<file path="src/rtl/spi_master_ctrl_if.sv">
// spi_master_ctrl_if -- bundles the request, serial and result signals of the
// SPI master controller.
//   master : controller side (takes start/nbytes/tx_data/miso, drives the rest)
//   slave  : user/testbench side (mirror image)
interface spi_master_ctrl_if;
  logic        start;
  logic [1:0]  nbytes;
  logic [31:0] tx_data;
  logic        miso;
  logic        busy;
  logic        done;
  logic [31:0] rx_data;
  logic        sclk;
  logic        mosi;
  logic        cs_n;

  modport master (
    input  start, nbytes, tx_data, miso,
    output busy, done, rx_data, sclk, mosi, cs_n
  );

  modport slave (
    output start, nbytes, tx_data, miso,
    input  busy, done, rx_data, sclk, mosi, cs_n
  );
endinterface

</file>
<file path="src/rtl/spi_master_ctrl.sv">
// spi_master_ctrl -- SPI mode-0 master, 1..4 byte transfers, MSB first.
// Ports:
//   clk, rst     : system clock (rising edge), asynchronous active-high reset
//   bus.start    : request a transfer (ignored while busy)
//   bus.nbytes   : byte count minus one, latched with start
//   bus.tx_data  : transmit word, low 8*(nbytes+1) bits sent
//   bus.miso     : serial input from the slave
//   bus.busy     : high in SETUP/SHIFT/HOLD
//   bus.done     : one-cycle pulse when the transfer finishes
//   bus.rx_data  : received word, right-justified
//   bus.sclk/mosi/cs_n : SPI pins
// Parameter CLK_DIV: clk cycles per SCLK half-period (1..255).
// Macro SPI_RX_EN: when defined, miso is sampled into an RX register and
// reported on rx_data; otherwise rx_data is tied to zero.
module spi_master_ctrl #(
  parameter int CLK_DIV = 2
) (
  input  logic              clk,
  input  logic              rst,
  spi_master_ctrl_if.master bus
);
  typedef enum logic [2:0] {IDLE, SETUP, SHIFT, HOLD, DONE} state_e;

  localparam logic [7:0] DIV_LAST = 8'(CLK_DIV - 1);

  state_e      state_q, state_d;
  logic [7:0]  div_q, div_d;
  logic [2:0]  bit_cnt_q, bit_cnt_d;
  logic [1:0]  byte_cnt_q, byte_cnt_d;
  logic [1:0]  nbytes_q, nbytes_d;
  logic        last_q, last_d;
  logic [31:0] tx_sr_q, tx_sr_d;
  logic        sclk_q, sclk_d;
  logic        mosi_q, mosi_d;
  logic        cs_n_q, cs_n_d;
  logic        busy_q, busy_d;
  logic        done_q, done_d;
`ifdef SPI_RX_EN
  logic [31:0] rx_sr_q, rx_sr_d;
  logic [31:0] rx_data_q, rx_data_d;
`endif

  logic        div_hit;
  logic [31:0] tx_aligned;

  assign div_hit = (div_q == DIV_LAST);
  // 3-nbytes on a 2-bit field is just ~nbytes; left-justify the payload.
  assign tx_aligned = bus.tx_data << {~bus.nbytes, 3'b000};

  always_comb begin
    state_d    = state_q;
    div_d      = div_q;
    bit_cnt_d  = bit_cnt_q;
    byte_cnt_d = byte_cnt_q;
    nbytes_d   = nbytes_q;
    last_d     = last_q;
    tx_sr_d    = tx_sr_q;
    sclk_d     = sclk_q;
    mosi_d     = mosi_q;
    cs_n_d     = cs_n_q;
    busy_d     = busy_q;
    done_d     = 1'b0;
`ifdef SPI_RX_EN
    rx_sr_d    = rx_sr_q;
    rx_data_d  = rx_data_q;
`endif
    case (state_q)
      IDLE, DONE: begin
        state_d = IDLE;
        cs_n_d  = 1'b1;
        sclk_d  = 1'b0;
        mosi_d  = 1'b0;
        busy_d  = 1'b0;
        if (bus.start) begin
          state_d    = SETUP;
          nbytes_d   = bus.nbytes;
          tx_sr_d    = tx_aligned;
          mosi_d     = tx_aligned[31];
          div_d      = '0;
          bit_cnt_d  = '0;
          byte_cnt_d = '0;
          last_d     = 1'b0;
          cs_n_d     = 1'b0;
          busy_d     = 1'b1;
`ifdef SPI_RX_EN
          rx_sr_d    = '0;
`endif
        end
      end
      SETUP: begin
        div_d = div_q + 8'd1;
        if (div_hit) begin
          div_d   = '0;
          state_d = SHIFT;
        end
      end
      SHIFT: begin
        div_d = div_q + 8'd1;
        if (div_hit) begin
          div_d  = '0;
          sclk_d = ~sclk_q;
          if (!sclk_q) begin
            // rising edge: sample, count, and flag the final bit
`ifdef SPI_RX_EN
            rx_sr_d = {rx_sr_q[30:0], bus.miso};
`endif
            bit_cnt_d = bit_cnt_q + 3'd1;
            if (bit_cnt_q == 3'd7) byte_cnt_d = byte_cnt_q + 2'd1;
            last_d = (byte_cnt_q == nbytes_q) && (bit_cnt_q == 3'd7);
          end else if (last_q) begin
            state_d = HOLD;
          end else begin
            tx_sr_d = {tx_sr_q[30:0], 1'b0};
            mosi_d  = tx_sr_q[30];
          end
        end
      end
      HOLD: begin
        div_d = div_q + 8'd1;
        if (div_hit) begin
          div_d   = '0;
          state_d = DONE;
          done_d  = 1'b1;
          cs_n_d  = 1'b1;
          busy_d  = 1'b0;
          mosi_d  = 1'b0;
`ifdef SPI_RX_EN
          rx_data_d = rx_sr_q;
`endif
        end
      end
      default: state_d = IDLE;
    endcase
  end

  always_ff @(posedge clk or posedge rst) begin
    if (rst) begin
      state_q    <= IDLE;
      div_q      <= '0;
      bit_cnt_q  <= '0;
      byte_cnt_q <= '0;
      nbytes_q   <= '0;
      last_q     <= 1'b0;
      tx_sr_q    <= '0;
      sclk_q     <= 1'b0;
      mosi_q     <= 1'b0;
      cs_n_q     <= 1'b1;
      busy_q     <= 1'b0;
      done_q     <= 1'b0;
`ifdef SPI_RX_EN
      rx_sr_q    <= '0;
      rx_data_q  <= '0;
`endif
    end else begin
      state_q    <= state_d;
      div_q      <= div_d;
      bit_cnt_q  <= bit_cnt_d;
      byte_cnt_q <= byte_cnt_d;
      nbytes_q   <= nbytes_d;
      last_q     <= last_d;
      tx_sr_q    <= tx_sr_d;
      sclk_q     <= sclk_d;
      mosi_q     <= mosi_d;
      cs_n_q     <= cs_n_d;
      busy_q     <= busy_d;
      done_q     <= done_d;
`ifdef SPI_RX_EN
      rx_sr_q    <= rx_sr_d;
      rx_data_q  <= rx_data_d;
`endif
    end
  end

  assign bus.sclk = sclk_q;
  assign bus.mosi = mosi_q;
  assign bus.cs_n = cs_n_q;
  assign bus.busy = busy_q;
  assign bus.done = done_q;
`ifdef SPI_RX_EN
  assign bus.rx_data = rx_data_q;
`else
  assign bus.rx_data = '0;
`endif
endmodule

</file>
<file path="src/flat_wrapper.sv">
// flat-port wrapper written by rule: the top's interface ports become plain ports
module spi_master_ctrl_flat 
#(
  parameter int CLK_DIV = 2
)
  (clk, rst, bus_start, bus_nbytes, bus_tx_data, bus_miso, bus_busy, bus_done, bus_rx_data, bus_sclk, bus_mosi, bus_cs_n);
  spi_master_ctrl_if bus_i ();
  input  logic clk;
  input  logic rst;
  input wire logic [$bits(bus_i.start)-1:0] bus_start;
  input wire logic [$bits(bus_i.nbytes)-1:0] bus_nbytes;
  input wire logic [$bits(bus_i.tx_data)-1:0] bus_tx_data;
  input wire logic [$bits(bus_i.miso)-1:0] bus_miso;
  output wire logic [$bits(bus_i.busy)-1:0] bus_busy;
  output wire logic [$bits(bus_i.done)-1:0] bus_done;
  output wire logic [$bits(bus_i.rx_data)-1:0] bus_rx_data;
  output wire logic [$bits(bus_i.sclk)-1:0] bus_sclk;
  output wire logic [$bits(bus_i.mosi)-1:0] bus_mosi;
  output wire logic [$bits(bus_i.cs_n)-1:0] bus_cs_n;
  assign bus_i.start = bus_start;
  assign bus_i.nbytes = bus_nbytes;
  assign bus_i.tx_data = bus_tx_data;
  assign bus_i.miso = bus_miso;
  assign bus_busy = bus_i.busy;
  assign bus_done = bus_i.done;
  assign bus_rx_data = bus_i.rx_data;
  assign bus_sclk = bus_i.sclk;
  assign bus_mosi = bus_i.mosi;
  assign bus_cs_n = bus_i.cs_n;
  spi_master_ctrl #(.CLK_DIV(CLK_DIV)) u_core (.clk(clk), .rst(rst), .bus(bus_i));
endmodule
</file>
<file path="config.mk">
export PLATFORM = sky130hd
export DESIGN_NAME = spi_master_ctrl_flat
export DESIGN_NICKNAME = d
export VERILOG_FILES = /design/src/rtl/spi_master_ctrl_if.sv /design/src/rtl/spi_master_ctrl.sv /design/src/flat_wrapper.sv
export SDC_FILE = /design/constraint.sdc
export NUM_CORES = 1
export LEC_CHECK = 0
export ABC_CLOCK_PERIOD_IN_PS = 2000
export CAP_MARGIN = 20
export CORE_ASPECT_RATIO = 0.8
export CORE_UTILIZATION = 39
export CTS_BUF_LIST = sky130_fd_sc_hd__clkbuf_4 sky130_fd_sc_hd__clkbuf_8
export DETAILED_ROUTE_END_ITERATION = 16
export PLACE_DENSITY = 0.63
export SLEW_MARGIN = 10
export SYNTH_ARGS = -nofsm -noshare
export SYNTH_HDL_FRONTEND = slang
export SYNTH_SLANG_ARGS = --single-unit
</file>
<file path="constraint.sdc">
create_clock -name clk -period 2 [get_ports clk]
set_input_delay 0.2 -clock clk [delete_from_list [all_inputs] [get_ports clk]]
set_output_delay 0.2 -clock clk [all_outputs]
set_load 0.02 [all_outputs]
</file>
* Word-level counts from Yosys, hierarchy flattened
Index checks and enable logic that the tools add are counted.
** Storage, ports and cells
- Register bits :: 55
- Bits of input ports :: 38
- Logic and storage cells :: 94
** Cells by class
- Add/subtract/negate cells :: 3
- Eq/ne operators :: 16
- Shifts and indexed selects :: 1
- Multiplexer cells :: 43
- Bitwise logic cells :: 2
- Reductions and logical operators :: 17
** Operators with widths (count)
- 31-bit two-way mux :: 4
- 31-bit case mux with 2 select lines :: 1
- 32-bit by 5-bit left shift with 32-bit output :: 1
- 3-bit two-way mux :: 8
- 5-bit AND reduction :: 4
- 8-bit two-way mux :: 2
- 8-bit case mux with 2 select lines :: 1
- 1-bit two-way mux :: 15
- 2-bit by 1-bit != test with 1-bit output (second input constant) :: 6
- 3-bit case mux with 4 select lines :: 1
- 8-bit by 1-bit adder with 8-bit output (second input constant) :: 1
- 8-bit by 1-bit == test with 1-bit output (second input constant) :: 1
- 2-bit two-way mux :: 4
- 1-bit case mux with 2 select lines :: 4
- 2-bit AND reduction :: 4
- 3-bit by 2-bit == test with 1-bit output (second input constant) :: 2
- 3-bit == test (second input constant) :: 2
- 2-bit != test (second input constant) :: 3
- 3-bit case mux with 2 select lines :: 1
- 2-bit nonzero test :: 3
- 2-bit case mux with 2 select lines :: 1
- 4-bit AND reduction :: 1
- 3-bit by 1-bit adder with 3-bit output (second input constant) :: 1
- 3-bit by 1-bit == test with 1-bit output (second input constant) :: 1
- other kinds (10) :: 10

* Depth between registers and ports, before layout
- Depth after elaboration :: 5
- Gate-level depth with buffers :: 7

* Worst setup path before layout
Ideal clock, no wire load.
- Path kind :: register to register
- From :: reg u_core.div_q[1]
- To :: reg u_core.tx_sr_q[2]
- Setup time :: 0.125 ns
- Arrival time :: 1.762 ns
- Path slack :: 0.113 ns
- Cell stages (with the launch flop) :: 8
- Buffers on the path :: 1
- Clock period less this slack :: 1.887 ns
- Cells stage by stage :: dfrtp_1 > inv_1 > ha_1 > nor4b_4 > a31oi_4 > nor2_8 > buf_6 > mux2_4
** Between the ends
- Longest elaborated chain between the ends :: 3
** RTL lines
- start, declared :: line spi_master_ctrl.sv:27 : logic [7:0] div_q, div_d;
- start signal, assigned :: line spi_master_ctrl.sv:156 : div_q <= div_d;
- 8-bit by 1-bit == test with 1-bit output :: line spi_master_ctrl.sv:46 : assign div_hit = (div_q == DIV_LAST);
- 2-bit by 1-bit != test with 1-bit output (no line)
- 5-bit AND reduction (no line)
- end signal, assigned :: line spi_master_ctrl.sv:161 : tx_sr_q <= tx_sr_d;
- end, declared :: line spi_master_ctrl.sv:32 : logic [31:0] tx_sr_q, tx_sr_d;
Every way passes these cells.
A chain may end at the register's enable or synchronous reset.

* Final worst setup path
- From :: reg u_core.state_q[2]
- To :: reg u_core.tx_sr_q[5]
** Between the ends
- Longest elaborated chain between the ends :: 4
** RTL lines
- start, declared :: line spi_master_ctrl.sv:26 : state_e state_q, state_d;
- start signal, assigned :: line spi_master_ctrl.sv:155 : state_q <= state_d;
- 3-bit == test / 3-bit logical NOT (equally long branches) :: line spi_master_ctrl.sv:67 : case (state_q)
- 2-bit OR reduction :: line spi_master_ctrl.sv:67
- 2-bit != test (no line) / 2-bit nonzero test (equally long branches)
- 5-bit AND reduction (no line)
Several ways; a longest one is shown, not always the timed one.

==> impl_metrics.json <==
{
  "outcome": "completed",
  "synth-edff-count": 0,
  "start_util_pct": 41.1,
  "syn_area_um2": 3580,
  "rows": 30,
  "via_per_inst": 5.28,
  "place_congestion": 0.768,
  "ctsResizeCount": 0,
  "drv_slew": 0,
  "synth_warnings": 0,
  "ys_seq_elements": 55,
  "diodes": 0,
  "cp-end-kind": "register",
  "post-cts-setup-buffer-count": 0,
  "coreArea_um2": 8710,
  "power_mw": 2.16,
  "async_reset_ff_share_pct": 100,
  "io_pins": 75,
  "wl_per_cell_um": 15.4,
  "place.port_buffers": 41,
  "clk_pin_slew_ns": 0.10,
  "worst_pin_slew_ns": 0.567,
  "cts-root-buf": "clkbuf_8",
  "power_switching_uw": 540,
  "ant_nets": 0,
  "nNetsFinal": 444,
  "grt-ovfl-total": 0,
  "p_int_mw": 1.62,
  "drtIter0Drc": 161,
  "path_class": "reg2reg",
  "finalSetupViolations": 0,
  "seq_power_share_pct": 52.8,
  "htreeDepth": 2,
  "maxCapViolations": 0,
  "hold_path.class": "in2async",
  "syn_inst": 344,
  "clkLatencyLatePin_ns": 0.31,
  "final_layout_size_suffix_gt1_share_pct": 21.8,
  "p_sw_share_pct": 25.0,
  "grtUsageTotal_pct": 17.8,
  "ir_drop_v": 0.000316,
  "wl_mm": 7.95,
  "syn_area_per_cell_um2": 10.4,
  "fin_crit_sh_pct": 94.2,
  "hold_viol_final": 0,
  "antenna_found_initial": 0,
  "cts_sinks": 55,
  "grt_pass1_wl_mm": 13.1,
  "rsz0062_at_grt": "false",
  "clkPwrFrac_pct": 31.8,
  "clock_path_buffers": 2,
  "cp.arrival_ns": 2.08,
  "yosysUniqueCellTypes": 55,
  "p_leak_nw": 1.94,
  "pwr-share-comb_pct": 15.4,
  "final_cell_mix": "54 x dfrtp_1, 41 x clkdlybuf4s50_1, 32 x conb_1, 32 x buf_4, 24 x nor2_1",
  "worst_ep_required_time_ns": 2.19,
  "synth-seq-area-share_pct": 38.4,
  "synth_top_flop_cell": "dfrtp_1",
  "final_common_cell": "dfrtp_1",
  "die-area_um2": 9580,
  "area_growth_pct": 19.4,
  "p_per_area_nw_per_um2": 504,
  "fmax_ghz": 0.531,
  "min_period_ns": 1.88,
  "die_y_um": 87.7,
  "cp_max_fo": 8,
  "cp-start-kind": "register",
  "skew_ns": 0.00850,
  "vias": 2719,
  "cts_hold_buf": 0,
  "grt_pass1_vias": 2514,
  "cts_tree": "done",
  "dr.pass1.iters": 4,
  "grt_max_degree": 33,
  "die_w_um": 109,
  "drc": 0,
  "cts_buffers": 5,
  "fin_setup_tns_ns": 0,
  "dp_hpwl_mm": 6.00,
  "hold_ws_ns": 0.253,
  "slew_headroom_pct": 62.2
}
[flip-flops by register name, indices dropped and copies added (netlist names)]
| name | flops |
|---|---|
| u_core.bus.cs_n | 1 |
| u_core.state_q | 3 |
| u_core.nbytes_q | 2 |
| u_core.byte_cnt_q | 2 |
| u_core.last_q | 1 |
| u_core.bus.done | 1 |
| u_core.div_q | 8 |
| u_core.bus.busy | 1 |
| u_core.tx_sr_q | 31 |
| u_core.bit_cnt_q | 3 |
| u_core.bus.sclk | 1 |
| u_core.bus.mosi | 1 |
[final cells by class]
class	instances	area [um^2]
repair buffers	76	711
flip-flops and latches	55	1380
multi-input cells	256	1920
clock buffers	8	104
fillers	810	4430
inverters	8	30.0
well taps	112	140
[worst paths after layout]
check	from	endpoint	slack, ns	depth (start not counted)
max	u_core.state_q[2]	u_core.tx_sr_q[5]	0.12	4
min	rst	u_core.bus.done	0.25	2
max reg2reg	u_core.state_q[2]	u_core.tx_sr_q[5]	0.12	4
min reg2reg	u_core.nbytes_q[1]	u_core.nbytes_q[1]	0.51	2
max in group asynchronous	rst	u_core.tx_sr_q[8]	1.10	3
min in group clk	u_core.nbytes_q[1]	u_core.nbytes_q[1]	0.51	2
[metal layers]
| layer | GRT usage [%] | share of wire (%) |
|---|---|---|
| met5 | 0 | 0 |
| met4 | 4.48 | 0.97 |
| met3 | 2.83 | 3.4 |
| met2 | 27.3 | 45 |
| met1 | 26.1 | 51 |
[critical path, stage by stage, from the launching register on]
cell     delay [ns]
dfrtp_1        0.48
or3b_4         0.50
and3_1         0.31
a22o_1         0.22
mux2_4         0.25
[synthesized netlist by cell type, types with 7 or more instances]
master	n	area, um^2
a21o_1	7	52.6
a221oi_1	7	61.3
a22o_1	16	140
buf_2	8	40.0
buf_4	33	248
clkbuf_1	11	41.3
dfrtp_1	54	1350
inv_1	8	30.0
mux2_2	13	146
mux2_4	13	195
mux2i_1	17	170
nand2_1	20	75.1
nand2b_1	8	50.1
nand3_1	10	50.1
nor2_1	24	90.1
o21ai_0	13	65.1
o221a_2	7	78.8
o41ai_1	7	61.3
xnor2_1	8	70.1
[power groups by stage]
stage	clock network, mW	logic [mW]	registers [mW]
floorplan	0	0.243	1.16
global placement	0	0.330	1.16
detailed placement	0	0.332	1.16
CTS	0.706	0.334	1.14
global route	0.750	0.364	1.14
finish	0.685	0.332	1.14
[kinds of logic after synthesis]
kind of cell | count (synthesis) | share of synthesized area, %
other | 1 | 0.105
adder cells (fa/ha/maj) | 4 | 1.40
multiplexers | 43 | 14.3
AO/OA/AOI/OAI | 81 | 18.2
buffers and inverters | 64 | 11.5
flip-flops | 55 | 38.4
XOR/XNOR | 9 | 2.20
AND/OR/NAND/NOR | 87 | 13.9
[through the flow]
stage / util (%) / instance area [um^2] / cells / setup slack [ns]
4_1_cts: 49.1 / 4280 / 515 / 0.130
6_report: 49.1 / 4280 / 515 / 0.116
2_1_floorplan: - / 3700 / 375 / 0.113
3_5_place_dp: 47.9 / 4170 / 507 / 0.0455
3_3_place_gp: 47.9 / 4170 / 507 / 0.0372
5_1_grt: 49.1 / 4280 / 515 / 0.0600
(Power assumes the default switching activity.)
